### src/rtl/spi_frame_pkg.sv
// spi_frame_pkg: shared types and default constants for the SPI frame controller.
// Holds the controller state encoding, default command codes and conf width.
`timescale 1ns/1ps
package spi_frame_pkg;

    typedef enum logic [2:0] {
        ST_IDLE,
        ST_CMD,
        ST_CONF,
        ST_DATA,
        ST_DISCARD
    } state_e;

    localparam logic [7:0] CMD_CONF_WR_DEF = 8'h2A;
    localparam logic [7:0] CMD_DATA_WR_DEF = 8'h2B;

    localparam int CONF_BYTES_DEF = 2;
    localparam int CONF_W         = 8 * CONF_BYTES_DEF;

endpackage

### src/rtl/spi_frame_ctl_cs_edge_det.sv
// cs_edge_det: registers the (already synchronous) chip select and flags
// frame start (registered cs_n falls) and frame end (registered cs_n rises).
`timescale 1ns/1ps
module cs_edge_det (
    input  logic clk_in,
    input  logic rst_in,
    input  logic cs_n_in,
    output logic frame_start_out,
    output logic frame_end_out
);

    logic cs_q;
    logic cs_prev_q;

    // Reset loads the live pin level into both stages so a transaction that
    // is already running when reset drops produces no spurious start edge.
    always_ff @(posedge clk_in) begin
        if (rst_in) begin
            cs_q      <= cs_n_in;
            cs_prev_q <= cs_n_in;
        end else begin
            cs_q      <= cs_n_in;
            cs_prev_q <= cs_q;
        end
    end

    assign frame_start_out = cs_prev_q & ~cs_q;
    assign frame_end_out   = ~cs_prev_q & cs_q;

endmodule

### src/rtl/spi_frame_ctl.sv
// spi_frame_ctl: parses chip-select-delimited SPI transactions into config
// updates and sequential pixel RAM writes. Optional macro: SPI_FRAME_CNT_EN.
`timescale 1ns/1ps
module spi_frame_ctl
    import spi_frame_pkg::*;
#(
    parameter int         ADDR_W      = 11,
    parameter int         RAM_DEPTH   = 1536,
    parameter int         CONF_BYTES  = CONF_BYTES_DEF,
    parameter logic [7:0] CMD_CONF_WR = CMD_CONF_WR_DEF,
    parameter logic [7:0] CMD_DATA_WR = CMD_DATA_WR_DEF
) (
    input  logic                    clk_in,
    input  logic                    rst_in,
    input  logic                    spi_cs_n_in,
    input  logic                    byte_rdy_in,
    input  logic [7:0]              byte_data_in,
    output logic                    ram_wr_en_out,
    output logic [ADDR_W-1:0]       ram_wr_addr_out,
    output logic [7:0]              ram_wr_data_out,
    output logic [8*CONF_BYTES-1:0] conf_out,
    output logic                    conf_upd_out,
    output logic                    frame_rdy_out,
    output logic                    data_ovf_out,
    output logic                    cmd_err_out
`ifdef SPI_FRAME_CNT_EN
    ,
    output logic [15:0]             frame_cnt_out
`endif
);

    localparam int CW    = 8 * CONF_BYTES;
    localparam int AW1   = ADDR_W + 1;
    localparam int CNT_W = $clog2(CONF_BYTES + 1);

    localparam logic [ADDR_W:0]  DEPTH_C   = AW1'(RAM_DEPTH);
    localparam logic [ADDR_W:0]  ADDR_ONE  = AW1'(1);
    localparam logic [CNT_W-1:0] CNT_ONE   = CNT_W'(1);
    localparam logic [CNT_W-1:0] CONF_LAST = CNT_W'(CONF_BYTES - 1);

    logic frame_start;
    logic frame_end;

    state_e state_q, state_d;

    // One extra address bit lets the counter sit at RAM_DEPTH == 2**ADDR_W.
    logic [ADDR_W:0]   addr_q, addr_d;
    logic [CNT_W-1:0]  cnt_q, cnt_d;
    logic [CW-1:0]     shadow_q, shadow_d;
    logic [CW-1:0]     conf_q, conf_d;
    logic              conf_upd_q, conf_upd_d;
    logic              wr_en_q, wr_en_d;
    logic [ADDR_W-1:0] wr_addr_q, wr_addr_d;
    logic [7:0]        wr_data_q, wr_data_d;
    logic              ovf_q, ovf_d;
    logic              err_q, err_d;
    logic              frdy_q, frdy_d;
    logic              frdy_pend_q, frdy_pend_d;
    logic [CW-1:0]     shadow_shift;
    logic              data_seen;

    cs_edge_det u_cs_edge_det (
        .clk_in          (clk_in),
        .rst_in          (rst_in),
        .cs_n_in         (spi_cs_n_in),
        .frame_start_out (frame_start),
        .frame_end_out   (frame_end)
    );

    // First conf byte ends up in the MSBs after CONF_BYTES shifts.
    assign shadow_shift = (shadow_q << 8) | CW'(byte_data_in);

    // A data frame is worth announcing if any data byte arrived, including
    // one landing in the same cycle the frame closes.
    assign data_seen = (addr_q != '0) | ovf_q | byte_rdy_in;

    // State register.
    always_ff @(posedge clk_in) begin
        if (rst_in) begin
            state_q <= ST_IDLE;
        end else begin
            state_q <= state_d;
        end
    end

    // Next-state decode: command dispatch, conf completion, frame close.
    always_comb begin
        state_d = state_q;
        unique case (state_q)
            ST_IDLE: begin
                if (frame_start) state_d = ST_CMD;
            end
            ST_CMD: begin
                if (byte_rdy_in) begin
                    if (byte_data_in == CMD_CONF_WR) begin
                        state_d = ST_CONF;
                    end else if (byte_data_in == CMD_DATA_WR) begin
                        state_d = ST_DATA;
                    end else begin
                        state_d = ST_DISCARD;
                    end
                end
            end
            ST_CONF: begin
                if (byte_rdy_in && cnt_q == CONF_LAST) state_d = ST_DISCARD;
            end
            default: begin
            end
        endcase
        if (state_q != ST_IDLE && frame_end) state_d = ST_IDLE;
    end

    // Output/datapath decode: byte handling per state and frame-ready timing.
    always_comb begin
        addr_d      = addr_q;
        cnt_d       = cnt_q;
        shadow_d    = shadow_q;
        conf_d      = conf_q;
        conf_upd_d  = 1'b0;
        wr_en_d     = 1'b0;
        wr_addr_d   = wr_addr_q;
        wr_data_d   = wr_data_q;
        ovf_d       = ovf_q;
        err_d       = err_q;
        frdy_d      = frdy_pend_q;
        frdy_pend_d = 1'b0;
        unique case (state_q)
            ST_IDLE: begin
                if (frame_start) begin
                    addr_d = '0;
                    cnt_d  = '0;
                    ovf_d  = 1'b0;
                    err_d  = 1'b0;
                end
            end
            ST_CMD: begin
                if (byte_rdy_in
                    && byte_data_in != CMD_CONF_WR
                    && byte_data_in != CMD_DATA_WR) begin
                    err_d = 1'b1;
                end
            end
            ST_CONF: begin
                if (byte_rdy_in) begin
                    shadow_d = shadow_shift;
                    cnt_d    = cnt_q + CNT_ONE;
                    if (cnt_q == CONF_LAST) begin
                        conf_d     = shadow_shift;
                        conf_upd_d = 1'b1;
                    end
                end
            end
            ST_DATA: begin
                if (byte_rdy_in) begin
                    if (addr_q < DEPTH_C) begin
                        wr_en_d   = 1'b1;
                        wr_addr_d = addr_q[ADDR_W-1:0];
                        wr_data_d = byte_data_in;
                        addr_d    = addr_q + ADDR_ONE;
                    end else begin
                        ovf_d = 1'b1;
                    end
                end
                // A byte closing the frame is written first; the ready
                // pulse then trails that write by one cycle.
                if (frame_end && data_seen) begin
                    if (byte_rdy_in) begin
                        frdy_pend_d = 1'b1;
                    end else begin
                        frdy_d = 1'b1;
                    end
                end
            end
            default: begin
            end
        endcase
    end

    // Datapath and output registers.
    always_ff @(posedge clk_in) begin
        if (rst_in) begin
            addr_q      <= '0;
            cnt_q       <= '0;
            shadow_q    <= '0;
            conf_q      <= '0;
            conf_upd_q  <= 1'b0;
            wr_en_q     <= 1'b0;
            wr_addr_q   <= '0;
            wr_data_q   <= '0;
            ovf_q       <= 1'b0;
            err_q       <= 1'b0;
            frdy_q      <= 1'b0;
            frdy_pend_q <= 1'b0;
        end else begin
            addr_q      <= addr_d;
            cnt_q       <= cnt_d;
            shadow_q    <= shadow_d;
            conf_q      <= conf_d;
            conf_upd_q  <= conf_upd_d;
            wr_en_q     <= wr_en_d;
            wr_addr_q   <= wr_addr_d;
            wr_data_q   <= wr_data_d;
            ovf_q       <= ovf_d;
            err_q       <= err_d;
            frdy_q      <= frdy_d;
            frdy_pend_q <= frdy_pend_d;
        end
    end

    assign ram_wr_en_out   = wr_en_q;
    assign ram_wr_addr_out = wr_addr_q;
    assign ram_wr_data_out = wr_data_q;
    assign conf_out        = conf_q;
    assign conf_upd_out    = conf_upd_q;
    assign frame_rdy_out   = frdy_q;
    assign data_ovf_out    = ovf_q;
    assign cmd_err_out     = err_q;

`ifdef SPI_FRAME_CNT_EN
    logic [15:0] fcnt_q;

    // Completed-frame counter, stepping together with frame_rdy_out.
    always_ff @(posedge clk_in) begin
        if (rst_in) begin
            fcnt_q <= '0;
        end else if (frdy_d) begin
            fcnt_q <= fcnt_q + 16'd1;
        end
    end

    assign frame_cnt_out = fcnt_q;
`endif

endmodule

### config.mk
export PLATFORM = sky130hd
export DESIGN_NAME = spi_frame_ctl
export DESIGN_NICKNAME = d
export VERILOG_FILES = /design/src/rtl/spi_frame_pkg.sv /design/src/rtl/spi_frame_ctl_cs_edge_det.sv /design/src/rtl/spi_frame_ctl.sv
export SDC_FILE = /design/constraint.sdc
export NUM_CORES = 1
export LEC_CHECK = 0
export BUFFER_PORTS_ARGS = -buffer_cell sky130_fd_sc_hd__buf_2
export CAP_MARGIN = 20
export CORE_MARGIN = 4
export CORE_UTILIZATION = 45
export CTS_CLUSTER_SIZE = 8
export DETAILED_ROUTE_END_ITERATION = 6
export GPL_ROUTABILITY_DRIVEN = 0
export GPL_TIMING_DRIVEN = 0
export PLACE_DENSITY = 0.65
export SETUP_SLACK_MARGIN = 0.05
export SKIP_LAST_GASP = 1
export SLEW_MARGIN = 10
export SYNTH_ARGS = -nofsm -noshare
export SYNTH_HDL_FRONTEND = slang
export SYNTH_HIERARCHICAL = 1
export SYNTH_SLANG_ARGS = --single-unit
export TNS_END_PERCENT = 10
### constraint.sdc
create_clock -name clk_in -period 2 [get_ports clk_in]
set_input_delay 0.3 -clock clk_in [delete_from_list [all_inputs] [get_ports clk_in]]
set_output_delay 0.3 -clock clk_in [all_outputs]
set_load 0.05 [all_outputs]
Word-level counts from Yosys, hierarchy flattened:

Index checks and enable logic that the tools add are counted.
W data, S select, Z words.

* add/subtract/negate cells: 2
* $lt $le $gt $ge: 1
* equal/unequal tests: 16
* muxes and demuxes: 26
* bitwise gates (word level): 11
* reductions and logical operators: 24

Operators by type and width (number)
* $mux W12: 3
* $pmux W12 S2: 1
* $eq A8 B6 Y1 const B: 2
* $ne A2 B2 Y1 const B: 8
* $ne A8 B6 Y1 const B: 2
* $or A16 B8 Y16: 1
* $mux W3: 5
* $add A12 B1 Y12 const B: 1
* $lt A12 B11 Y1 const B: 1
* $reduce_and A3 Y1: 4
* $reduce_and A4 Y1: 3
* $reduce_bool A12 Y1: 1
* $mux W1: 11
* $pmux W3 S3: 1
* $reduce_or A3 Y1: 3
* $eq A3 B2 Y1 const B: 2
* $not A1 Y1: 6
* $reduce_bool A2 Y1: 3
* $reduce_bool A3 Y1: 2
* $logic_and A1 B1 Y1: 5
* $mux W2: 2
* $pmux W1 S2: 2
* $pmux W2 S2: 1
* $eq A3 B1 Y1 const B: 1
* 7 further kinds: 9

* register bits after elaboration: 68
* bits of input ports: 12
* output and inout port bits: 40

Logic depth before layout (Yosys ltp):

* depth in word-level cells: 6
* gate-level depth with buffers: 8
* gate-level depth less buffers: 6

Modules after synthesis:

The synthesis kept the hierarchy.

By module, submodules not included
* spi_frame_ctl: instances 1, cells an instance 298, area an instance 2676.3 µm², seq. area each 1321.3 µm²
* cs_edge_det: instances 1, cells an instance 5, area an instance 67.6 µm², seq. area each 40.0 µm²

Least setup slack after synthesis:

No wires, ideal clock.

* kind: flip-flop to flip-flop
* start point: register u_cs_edge_det.cs_prev_q
* end point: register addr_q[7]
* library setup time: 0.070 ns
* data arrival time: 1.489 ns
* setup slack: 0.441 ns
* stages on the path, launching flop included: 6
* buffers on the path: 0
* cell sequence: dfxtp_1 > nor2b_1 > nor4b_4 > a21oi_2 > or4_1 > a21oi_1

* longest elaborated chain between the ends: 3

Ends and longest elaborated chain
* start: declaration: line spi_frame_ctl_cs_edge_det.sv:13 `logic cs_prev_q;`
* start signal: assignment: line spi_frame_ctl_cs_edge_det.sv:20 `cs_prev_q <= cs_n_in;`
* start signal: assignment: line spi_frame_ctl_cs_edge_det.sv:23 `cs_prev_q <= cs_q;`
* $and A1 B1 Y1: line spi_frame_ctl_cs_edge_det.sv:27 `assign frame_start_out = cs_prev_q & ~cs_q;`
* net frame_start: line spi_frame_ctl.sv:41 `logic frame_start;`
* $ne A2 B2 Y1 (no source line)
* $reduce_and A4 Y1 (no source line)
* end signal: assignment: line spi_frame_ctl.sv:195 `addr_q <= addr_d;`
* end: declaration: line spi_frame_ctl.sv:47 `logic [ADDR_W:0] addr_q, addr_d;`

The timed path passes the listed nets, and every way through them passes these cells.
A chain may end at the register's enable or synchronous reset.

Worst setup path in the final report:

* start point: register u_cs_edge_det.cs_prev_q
* end point: register addr_q[4]

Same word-level chain as after synthesis.

==> impl_metrics.env <==
export IMPL_clock_tree_htree_level_count=3
export IMPL_path_class="flop to flop"
export IMPL_dp_final_hpwl_um=4480
export IMPL_rr_worst_depth=5
export IMPL_p_per_area_nw_per_um2=807
export IMPL_num_io_pins=52
export IMPL_async_flop_share_pct=0
export IMPL_ir_drop_mv=0.425
export IMPL_pre_cts_setup_slack_ns=0.234
export IMPL_route_detailed_vias_per_inst=5.16
export IMPL_timing_hold_worst_path_depth=1
export IMPL_timing_final_crit_share_pct=89.3
export IMPL_slew_headroom_pct=61.6
export IMPL_synth_simple_gate_area_share_pct=24.1
export IMPL_cts_max_path_buffers=2
export IMPL_sequential_fraction_of_the_synthesis_area_pct=49.6
export IMPL_ant_nets=0
export IMPL_postSynthRegisterBits=68
export IMPL_grt_max_degree=13
export IMPL_most_common_layout_cells="68 x sky130_fd_sc_hd__dfxtp_1, 58 x sky130_fd_sc_hd__buf_2, 58 x sky130_fd_sc_hd__nand2_1, 33 x sky130_fd_sc_hd__a21oi_1, 33 x sky130_fd_sc_hd__nor2_1"
export IMPL_cp_data_arrival_time_ns=2.06
export IMPL_power_leakage_nw=1.45
export IMPL_slew_viol_final=0
export IMPL_final_hold_violation_count=0
export IMPL_detail_route_iter0_violations=93
export IMPL_final_net_count=379
export IMPL_fill_cells=578
export IMPL_placementRows=28
export IMPL_synth_flop_cell="sky130_fd_sc_hd__dfxtp_1"
export IMPL_post_route_worst_setup_slack_ns=0.214
export IMPL_globalRoute_totalOverflow=0
export IMPL_synth_cell_area_sq_um=2740
export IMPL_timing_final_setup_violations=0
export IMPL_synth_top_family_by_area="simple AND/OR/NAND/NOR gates"
export IMPL_cp_end_kind="flop"
export IMPL_synth_mux_area_share_pct=8.57
export IMPL_net_count_synth=318
export IMPL_worstSkewPairLatency_ns=0.34
export IMPL_area_sequential_sq_um=1360
export IMPL_syn2layout_area_growth_pct=20.2
export IMPL_core_area_sq_um=5920
export IMPL_synth_cells=303
export IMPL_timing_critical_path_fanout_max=6
export IMPL_final_setup_tns_ns=0
export IMPL_drt_pre_antenna_iters=4
export IMPL_synth_adder_area_share_pct=1.37
export IMPL_cap_violations=0
export IMPL_numCtsBuffers=9
export IMPL_multiInputGateArea_sq_um=1250
export IMPL_antenna_cells_inserted=0
export IMPL_critical_path_required_ns=2.27
export IMPL_clock_skew_final_ns=0.00821
export IMPL_grt_first_pass_wirelength_um=10200
export IMPL_holdCritPathClass="input port to flop"
export IMPL_synthesis_area_per_instance_sq_um=9.06
export IMPL_min_delay_start="spi_cs_n_in"
export IMPL_commonest_non_fill_non_tap_cell_in_the_layout="sky130_fd_sc_hd__dfxtp_1"
export IMPL_post_synth_xor_area_fraction_pct=0.638
export IMPL_worst_r2r_setup_slack_ns=0.21
export IMPL_timing_rr_end="addr_q[4]"
export IMPL_clock_fmax_mhz=560
export IMPL_io_buffer_count=50
export IMPL_holdBufCountCts=0
export IMPL_setup_repair_after_global_routing_missed_its_margin="no"
export IMPL_worst_pin_slew_ns=0.576
export IMPL_die_h_um=86.1
export IMPL_grt_pass1_vias=2142
export IMPL_cts_post_setup_buffers_inserted=0
export IMPL_cts_tree="built"
export IMPL_compound_gate_portion_of_the_synthesized_area_pct=10.9
export IMPL_clock_tree_root_cell="sky130_fd_sc_hd__clkbuf_8"
export IMPL_synth_edff_count=0
export IMPL_detail_route_wl_per_cell_um=14.0
export IMPL_cts_reportedPaths_clkPinSlew_ns=0.07
export IMPL_cts_resized_gates=0
export IMPL_synth_cell_type_count=48
export IMPL_detail_route_wirelength_um=6240
export IMPL_worstReg2RegStart="u_cs_edge_det/cs_prev_q"
export IMPL_start_kind="flop"
export IMPL_yosys_warnings=6
export IMPL_remaining_drc_errors=0
export IMPL_routed_via_count=2293
export IMPL_fp_dieArea_sq_um=7410
export IMPL_die_width_um=86.1
export IMPL_cts_sinks=68
export IMPL_min_delay_worst_endpoint="u_cs_edge_det/cs_q"
export IMPL_status="finished, final reports clean"
export IMPL_final_period_minus_worst_setup_slack_ns=1.79
export IMPL_start_util_pct=46.3
export IMPL_post_route_cells_drive_above_1_share_pct=24.7
export IMPL_grt_total_usage_pct=17.9
export IMPL_grt_antenna_before_repair=0
==> metrics by stage <==
step | total power [mW] | cell area, sq um | util (%) | hold slack, ns | instances
2_1_floorplan | 1.48 | 2740 | - | 0.328 | 303
3_3_place_gp | 1.52 | 3090 | 52.2 | 0.423 | 428
3_5_place_dp | 1.52 | 3090 | 52.2 | 0.425 | 428
4_1_cts | 2.70 | 3300 | 55.7 | 0.0562 | 444
5_1_grt | 2.76 | 3300 | 55.7 | 0.0605 | 444
6_report | 2.66 | 3300 | 55.7 | 0.0745 | 444
==> worst max-delay path by stage <==
stage,from,endpoint,cells past startpoint
floorplan,u_cs_edge_det/cs_prev_q,addr_q[7],5
global placement,u_cs_edge_det/cs_prev_q,addr_q[4],5
detailed placement,byte_rdy_in,conf_out[3],8
CTS,u_cs_edge_det/cs_prev_q,addr_q[4],5
global route,u_cs_edge_det/cs_prev_q,addr_q[10],6
finish,u_cs_edge_det/cs_prev_q,addr_q[4],5
==> critical path, cell delays in order, from the launching register on <==
cell and delay, ns:
sky130_fd_sc_hd__dfxtp_1 0.33, sky130_fd_sc_hd__nor2b_1 0.23, sky130_fd_sc_hd__nor4b_4 0.35, sky130_fd_sc_hd__a21oi_2 0.13
sky130_fd_sc_hd__or4_1 0.52, sky130_fd_sc_hd__a21oi_1 0.14
==> power by group <==
part | switching, mW | total, mW | internal [mW]
Sequential | 0.00569 | 1.37 | 1.36
Clock | 0.524 | 1.17 | 0.646
Combinational | 0.0803 | 0.125 | 0.0451
Total | 0.610 | 2.66 | 2.05
==> registers in the layout (all words and copies together) (netlist names) <==
register	flops
frame_rdy_out	1
ram_wr_data_out	8
conf_out	16
cnt_q	2
data_ovf_out	1
cmd_err_out	1
shadow_q	8
conf_upd_out	1
u_cs_edge_det/cs_prev_q	1
ram_wr_addr_out	11
u_cs_edge_det/cs_q	1
ram_wr_en_out	1
addr_q	12
frdy_pend_q	1
state_q	3
==> layout make-up <==
| cell class | instances | area share, % |
|---|---|---|
| Buffer | 19 | 3.38 |
| Clock buffer | 11 | 4.59 |
| Clock inverter | 5 | 1.82 |
| Inverter | 5 | 0.569 |
| Multi-Input combinational cell | 211 | 38.0 |
| Sequential cell | 68 | 41.3 |
| Tap cell | 75 | 2.84 |
| Timing Repair Buffer | 50 | 7.58 |
==> per-layer routing <==
metal	part of all wire, %	global-route usage, %
met5	0	0
met2	44	25.7
met1	48	24.2
met3	4.8	3.84
met4	3.2	11.1
==> cell families (layout without fill, tap and decap cells) <==
group | Yosys count | count (layout)
flops | 68 | 68
xor+xnor | 2 | 2
mux | 23 | 23
buf+inv | 24 | 90
simple gates | 132 | 132
fa+ha+maj | 3 | 3
compound gates | 51 | 51
==> synthesized netlist by cell type, types with 2 or more instances <==
library cell / number / share of area [%]
sky130_fd_sc_hd__and2b_2: 2 / 0.64
sky130_fd_sc_hd__o21ai_0: 3 / 0.55
sky130_fd_sc_hd__dfxtp_1: 68 / 50
sky130_fd_sc_hd__nor2_1: 33 / 4.5
sky130_fd_sc_hd__or3_1: 3 / 0.68
sky130_fd_sc_hd__a211oi_1: 2 / 0.55
sky130_fd_sc_hd__o31ai_1: 4 / 1.1
sky130_fd_sc_hd__o21a_1: 2 / 0.55
sky130_fd_sc_hd__a41oi_1: 2 / 0.64
sky130_fd_sc_hd__nor4b_1: 2 / 0.64
sky130_fd_sc_hd__a21oi_1: 33 / 6.0
sky130_fd_sc_hd__nand3_1: 4 / 0.73
sky130_fd_sc_hd__clkbuf_1: 6 / 0.82
sky130_fd_sc_hd__or3_2: 3 / 0.82
sky130_fd_sc_hd__or4_1: 4 / 1.1
sky130_fd_sc_hd__mux2i_1: 22 / 8.0
sky130_fd_sc_hd__nor2b_1: 2 / 0.46
sky130_fd_sc_hd__buf_2: 8 / 1.5
sky130_fd_sc_hd__and4bb_2: 2 / 0.91
sky130_fd_sc_hd__ha_1: 3 / 1.4
sky130_fd_sc_hd__and2_1: 3 / 0.68
sky130_fd_sc_hd__nand4_1: 3 / 0.68
sky130_fd_sc_hd__nor4_1: 2 / 0.46
sky130_fd_sc_hd__buf_6: 2 / 0.82
sky130_fd_sc_hd__inv_1: 5 / 0.68
sky130_fd_sc_hd__nand2_1: 58 / 7.9
Note: power is estimated with default switching activity, not from simulation.
